## src/rtl/fa.sv

```systemverilog
// rtl/fa.sv - 1-bit full adder
module fa (
    input  logic a_i,
    input  logic b_i,
    input  logic c_i,
    output logic s_o,
    output logic c_o
);

    assign s_o = a_i ^ b_i ^ c_i;
    assign c_o = (a_i & b_i) | (c_i & (a_i ^ b_i));

endmodule

```

## src/rtl/serial_adder_ctrl.sv

```systemverilog
// rtl/serial_adder_ctrl.sv - bit-serial adder, LSB first, one bit per clock
module serial_adder_ctrl #(
    parameter int WIDTH = 8
) (
    input  logic             clk,
    input  logic             rstn,
    input  logic             start,
    input  logic [WIDTH-1:0] a,
    input  logic [WIDTH-1:0] b,
    input  logic             cin,
    output logic             busy,
    output logic             done,
    output logic [WIDTH-1:0] sum,
    output logic             cout
);

    localparam int CW = $clog2(WIDTH);

    typedef enum logic [1:0] {
        IDLE  = 2'd0,
        SHIFT = 2'd1,
        DONE  = 2'd2
    } state_t;

    state_t           state_q, state_d;
    logic [WIDTH-1:0] a_q, a_d;
    logic [WIDTH-1:0] b_q, b_d;
    logic [WIDTH-1:0] res_q, res_d;
    logic [WIDTH-1:0] sum_q, sum_d;
    logic [CW-1:0]    cnt_q, cnt_d;
    logic             carry_q, carry_d;
    logic             cout_q, cout_d;
    logic             busy_q, busy_d;
    logic             done_q, done_d;
    logic             fa_s, fa_c;
    logic             last_bit;

    fa u_fa (
        .a_i (a_q[0]),
        .b_i (b_q[0]),
        .c_i (carry_q),
        .s_o (fa_s),
        .c_o (fa_c)
    );

    // The counter stops at WIDTH-1; that value marks the edge that adds the final bit.
    assign last_bit = (cnt_q == CW'(WIDTH - 1));

    // Next-state and datapath: capture in IDLE, one bit per edge in SHIFT, single-cycle DONE.
    always_comb begin
        state_d = state_q;
        a_d     = a_q;
        b_d     = b_q;
        res_d   = res_q;
        sum_d   = sum_q;
        cnt_d   = cnt_q;
        carry_d = carry_q;
        cout_d  = cout_q;
        case (state_q)
            IDLE: begin
                if (start) begin
                    a_d     = a;
                    b_d     = b;
                    carry_d = cin;
                    cnt_d   = '0;
                    state_d = SHIFT;
                end
            end
            SHIFT: begin
                res_d   = {fa_s, res_q[WIDTH-1:1]};
                a_d     = a_q >> 1;
                b_d     = b_q >> 1;
                carry_d = fa_c;
                if (last_bit) begin
                    // Publish the result including the bit being added on this edge.
                    sum_d   = {fa_s, res_q[WIDTH-1:1]};
                    cout_d  = fa_c;
                    state_d = DONE;
                end else begin
                    cnt_d = cnt_q + CW'(1);
                end
            end
            DONE: begin
                state_d = IDLE;
            end
            default: begin
                state_d = IDLE;
            end
        endcase
        busy_d = (state_d == SHIFT);
        done_d = (state_d == DONE);
    end

    // State and datapath registers; reset clears everything immediately.
    always_ff @(posedge clk or negedge rstn) begin
        if (!rstn) begin
            state_q <= IDLE;
            a_q     <= '0;
            b_q     <= '0;
            res_q   <= '0;
            sum_q   <= '0;
            cnt_q   <= '0;
            carry_q <= 1'b0;
            cout_q  <= 1'b0;
            busy_q  <= 1'b0;
            done_q  <= 1'b0;
        end else begin
            state_q <= state_d;
            a_q     <= a_d;
            b_q     <= b_d;
            res_q   <= res_d;
            sum_q   <= sum_d;
            cnt_q   <= cnt_d;
            carry_q <= carry_d;
            cout_q  <= cout_d;
            busy_q  <= busy_d;
            done_q  <= done_d;
        end
    end

    assign busy = busy_q;
    assign done = done_q;
    assign sum  = sum_q;
    assign cout = cout_q;

endmodule

```

## config.mk

```make
export PLATFORM = sky130hd
export DESIGN_NAME = serial_adder_ctrl
export DESIGN_NICKNAME = d
export VERILOG_FILES = /design/src/rtl/fa.sv /design/src/rtl/serial_adder_ctrl.sv
export SDC_FILE = /design/constraint.sdc
export NUM_CORES = 1
export LEC_CHECK = 0
export ABC_AREA = 0
export BUFFER_PORTS_ARGS = -buffer_cell sky130_fd_sc_hd__clkbuf_2
export CORE_MARGIN = 3
export CORE_UTILIZATION = 50
export CTS_BUF_LIST = sky130_fd_sc_hd__clkbuf_4
export DETAILED_ROUTE_END_ITERATION = 8
export HOLD_SLACK_MARGIN = 0.15
export PLACE_DENSITY = 0.81
export SYNTH_ARGS = -nofsm -noshare
export SYNTH_HDL_FRONTEND = slang
export SYNTH_HIERARCHICAL = 1
export SYNTH_SLANG_ARGS = --single-unit
```

## constraint.sdc

```tcl
create_clock -name clk -period 2 [get_ports clk]
set_input_delay 0.3 -clock clk [delete_from_list [all_inputs] [get_ports clk]]
set_output_delay 0.3 -clock clk [all_outputs]
set_load 0.005 [all_outputs]
```

-- Yosys cells after proc, flatten, opt, wreduce, memory -nomap -nowiden
Cells that the tools add are included.
- word-level logic and storage cells: 39
- ROM bits: 0
- latch bits: 0
- bits in registers: 41
- input bits: 20
- memory bits (writable): 0
- memories kept: 0
- output and inout port bits: 11
- bitwise gates (word level): 5
- div/mod/pow operators: 0
- equality and inequality tests: 6
- add/subtract/negate cells: 1
- shifts and indexed selects: 0
- multiply operators: 0
- reduce and logical (&&, ||, !) cells: 5
- $lt $le $gt $ge: 0
- mux-type cells: 12
- operator list (cell ; count):
    $pmux 8 s2 ; 2
    $mux 8 ; 2
    $mux 3 ; 2
    $pmux 3 s2 ; 1
    $eq 2x1->1 const B ; 2
    $mux 2 ; 2
    $ne 2x2->1 const B ; 2
    $pmux 2 s2 ; 1
    $reduce_and 2->1 ; 2
    $add 3x1->3 const B ; 1
    $eq 3x3->1 const B ; 1
    $reduce_and 3->1 ; 1
    $and 1x1->1 ; 2
    $eq 2x2->1 const B ; 1
    $logic_not 2->1 ; 1
    $pmux 1 s2 ; 1
    $reduce_bool 2->1 ; 1
    $xor 1x1->1 ; 2
    $mux 1 ; 1
    $or 1x1->1 ; 1

-- Longest topological paths before layout
- word-level depth: 4
- depth in mapped cells: 5

-- Cells and area by module
The synthesis kept the hierarchy.
- by module, submodules not included (module ; cells each ; area each (um^2) ; instances):
    serial_adder_ctrl ; 159 ; 1715.4 ; 1
    fa ; 1 ; 20.0 ; 1

-- Worst setup path after synthesis
No wires, ideal clock.
- kind: register -> register
- from: register cnt_q[0]
- to: register cout_q, in the netlist cout
- slack: 0.513 ns
- path buffers: 1
- arrival: 1.362 ns
- stages on the path, launching flop included: 6
- cells stage by stage: dfrtp_1 -> ha_1 -> ha_1 -> nand2_4 -> buf_6 -> mux2_4
- longest elaborated chain between the ends: 2
- ends and longest elaborated chain (what ; RTL line ; source):
    from (decl) ; serial_adder_ctrl.sv:30 ; logic [CW-1:0] cnt_q, cnt_d;
    from (signal assigned) ; serial_adder_ctrl.sv:113 ; cnt_q <= cnt_d;
    $eq 3x3->1 ; serial_adder_ctrl.sv:47 ; assign last_bit = (cnt_q == CW'(WIDTH - 1));
    $reduce_and 2->1 (no line) ; -- ;
    to (signal assigned) ; serial_adder_ctrl.sv:115 ; cout_q <= cout_d;
    to (decl) ; serial_adder_ctrl.sv:32 ; logic cout_q, cout_d;
No other way between the ends.
A chain may end at the register's enable or synchronous reset.

-- Worst setup path after layout
- from: register state_q[1]
- to: register sum_q[0], in the netlist sum[0]
- longest elaborated chain between the ends: 2
- ends and longest elaborated chain (what ; RTL line ; source):
    from (decl) ; serial_adder_ctrl.sv:25 ; state_t state_q, state_d;
    from (signal assigned) ; serial_adder_ctrl.sv:108 ; state_q <= state_d;
    $eq 2x1->1 ; serial_adder_ctrl.sv:59 ; case (state_q)
    $reduce_and 2->1 (no line) ; -- ;
    to (signal assigned) ; serial_adder_ctrl.sv:112 ; sum_q <= sum_d;
    to (decl) ; serial_adder_ctrl.sv:29 ; logic [WIDTH-1:0] sum_q, sum_d;
No other way between the ends.

==> results.yml <==
cells_and_area:
  final_area_mm2: 0.00199
  drive_gt1_share_pct: 26.2
  finalNonFillerCells: 235
  num_antenna_cells: 0
  nets: 213
  syn_to_final_growth_pct: 14.9
placement:
  dp_hpwl_um: 2620
  port_buffers: 30
  gp_congestion: 0.744
  post-place-cells: 226
  place_area_mm2: 0.00190
synth:
  synth_nets: 183
  syn_inst: 160
  synth_most_common_cell: "dfrtp_1"
  avgSynthCellArea_um2: 10.8
  synth_common_cells: "dfrtp_1, o22ai_1, nand2_1"
  netlist.area_leader.share_pct: 57.7
  synth-edff-count: 0
  syn_area_mm2: 0.00174
  synth_ff_type: "dfrtp_1"
  ys_seq_elements: 40
  synth_area_leaders: "dfrtp_1, o22ai_1, mux2_4"
  yosysWarningCount: 6
  async_flop_share_pct: 100
  synth_cell_type_count: 23
  yosys.area.top_type: "dfrtp_1"
  ys_seq_area_share_pct: 57.7
power:
  finalPower_mw: 3.01
  power_density_mw_per_mm2: 1510
  peakVddDrop_mv: 0.995
  leakage_nw: 0.971
global_routing:
  grtUsageTotal_pct: 20.1
  gr-total-overflow: 0
  grt_max_degree: 22
  antenna_found_initial: 0
  grt_pass1_wl_um: 6450
  grt_pass1_vias: 1406
sta:
  rsz0062_at_grt: "false"
  fin_crit_ns: 1.60
  tns_ns: 0
  finalMaxSlewViolations: 0
  fin_worst_skew_ns: 0.0153
  fmax_mhz: 625
  relSlewSlack_pct: 60.1
  fin_crit_sh_pct: 80.1
  tightest_slew_ns: 0.598
  finalHoldViolCount: 0
  whs_ns: 0.185
  finalSetupViolCount: 0
detailed_routing:
  viasPerCell: 5.77
  wl_met2_um: 1970
  avgRoutedWirePerCell_um: 15.8
  dr_wl_met3_um: 205
  topRoutingLayerUsed: "met4"
  dr.pass1.iters: 4
  drc_errors: 0
  drt-met1-wl_um: 1490
  wl_um: 3710
  drt_iter0_markers: 66
  vias: 1355
  ant_nets: 0
clock_network:
  cts_tree: "built"
  cts.clk_slew.worst_paths_ns: 0.12
  numCtsBuffers: 5
  htree_levels: 2
  clock_sinks: 40
  cts_max_path_buffers: 2
  clock_latency_ns: 0.35
  cts-root-buf: "clkbuf_4"
die:
  die-area_mm2: 0.00421
  die_height_um: 64.9
  dieWidth_um: 64.9
  initial_core_util_pct: 54.6
  rows: 20
  pin_count: 31
  core_mm2: 0.00318
worst_setup_path:
  regToRegStartpoint: "state_q[1]"
  crit_chain: "and2b_1 > nand2_4 > mux2_2"
  crit_path_start_kind: "flop"
  required_ns: 2.25
  cp.arrival_ns: 1.85
  worstSetupPathType: "reg -> reg"
  reg2reg_slack_ns: 0.40
  critPathMaxFanout: 14
  slowest_delay_ns: 0.58
  rr_worst_depth: 3
  slowest_stage: "dfrtp_1"
  worstReg2RegEnd: "sum[0]"
  worstSetupEndpointType: "flop"
job:
  max_cap_viol_count: 0
worst_hold_path:
  hold_end: "a_q[7]"
  hp-class: "in -> reg"
  hold_start: "a[7]"
  holdPathStages: 3
status:
  status: "finished, final reports clean"
worst max path at each step:
stage / start / end / slack [ns] / depth (start not counted)
floorplan: cnt_q[0] / cout / 0.51 / 5
global placement: cnt_q[0] / sum[0] / 0.49 / 4
detailed placement: cnt_q[0] / sum[0] / 0.42 / 4
CTS: cnt_q[0] / sum[0] / 0.39 / 4
global route: state_q[1] / b_q[3] / 0.27 / 3
finish: state_q[1] / sum[0] / 0.40 / 3
metal layers:
| metal | GRT usage (%) | up-vias |
|---|---|---|
| met5 | 0 | - |
| met1 | 23.0 | 671 |
| met4 | 6.33 | 0 |
| li1 | - | 635 |
| met2 | 35.6 | 43 |
| met3 | 6.07 | 6 |
worst max-delay path: cells and delay by family (launching register included):
family / cells / cell delay (ns)
AND/OR/NAND/NOR: 2 / 0.55
flip-flops: 1 / 0.58
multiplexers: 1 / 0.36
final cells by class:
class                   count  area, um2
clock buffers               6       45.0
clock inverters             2       35.0
fillers                   256       1180
inverters                   5       18.8
multi-input cells         105        663
flip-flops and latches     40       1000
well taps                  44       55.1
repair buffers             33        175
sequential cells by signal, summed over array words and instances (netlist names):
| signal | cells |
|---|---|
| res_q | 7 |
| a_q | 8 |
| state_q | 2 |
| sum | 8 |
| carry_q | 1 |
| done | 1 |
| cout | 1 |
| b_q | 8 |
| busy | 1 |
| cnt_q | 3 |
through the flow:
stage	worst slack [ns]	utilization (%)
3_5_place_dp	0.416	59.9
4_1_cts	0.392	62.7
5_1_grt	0.266	62.7
2_1_floorplan	0.513	-
6_report	0.399	62.7
3_3_place_gp	0.491	59.9
cell families (layout without fill, tap and decap cells):
kind of cell,count (synthesis),count (layout),share of synthesized area [%]
fa+ha+maj,3,3,2.60
buf+inv,15,46,4.11
flops,40,40,57.7
simple gates,33,33,8.29
mux,9,9,7.57
compound gates,60,60,19.8
report_power, final:
| group | total [mW] | leakage (nW) | switching, mW | internal [mW] |
|---|---|---|---|---|
| sequential | 1.45 | 0.480 | 0.289 | 1.16 |
| clock | 0.540 | 0.0456 | 0.264 | 0.276 |
| combinational | 1.02 | 0.445 | 0.538 | 0.482 |
| total | 3.01 | 0.971 | 1.09 | 1.92 |
cells in the final DEF (no fill, tap or decap):
master         count
a21oi_1           18
a22oi_1            2
and2b_1            1
buf_4              2
bufinv_16          1
clkbuf_2          30
clkbuf_4           6
clkinv_1           1
clkinv_2           1
dfrtp_1           40
dlygate4sd3_1      1
fa_1               1
ha_1               2
inv_1              4
mux2_2             1
mux2_4             8
nand2_1           25
nand2_4            1
nand2b_1           2
nor2_1             2
nor2b_1            1
nor3_1             1
o21ai_0           10
o22ai_1           30
what timing repair did:
| item | CTS | global route |
|---|---|---|
| hold buffers | 1 | 0 |
| endpoints found under the hold margin | 20 | 0 |
| buffers inserted | 0 | 0 |
| resized for setup | 0 | 0 |
No activity file was read; power rests on OpenSTA's default activity.
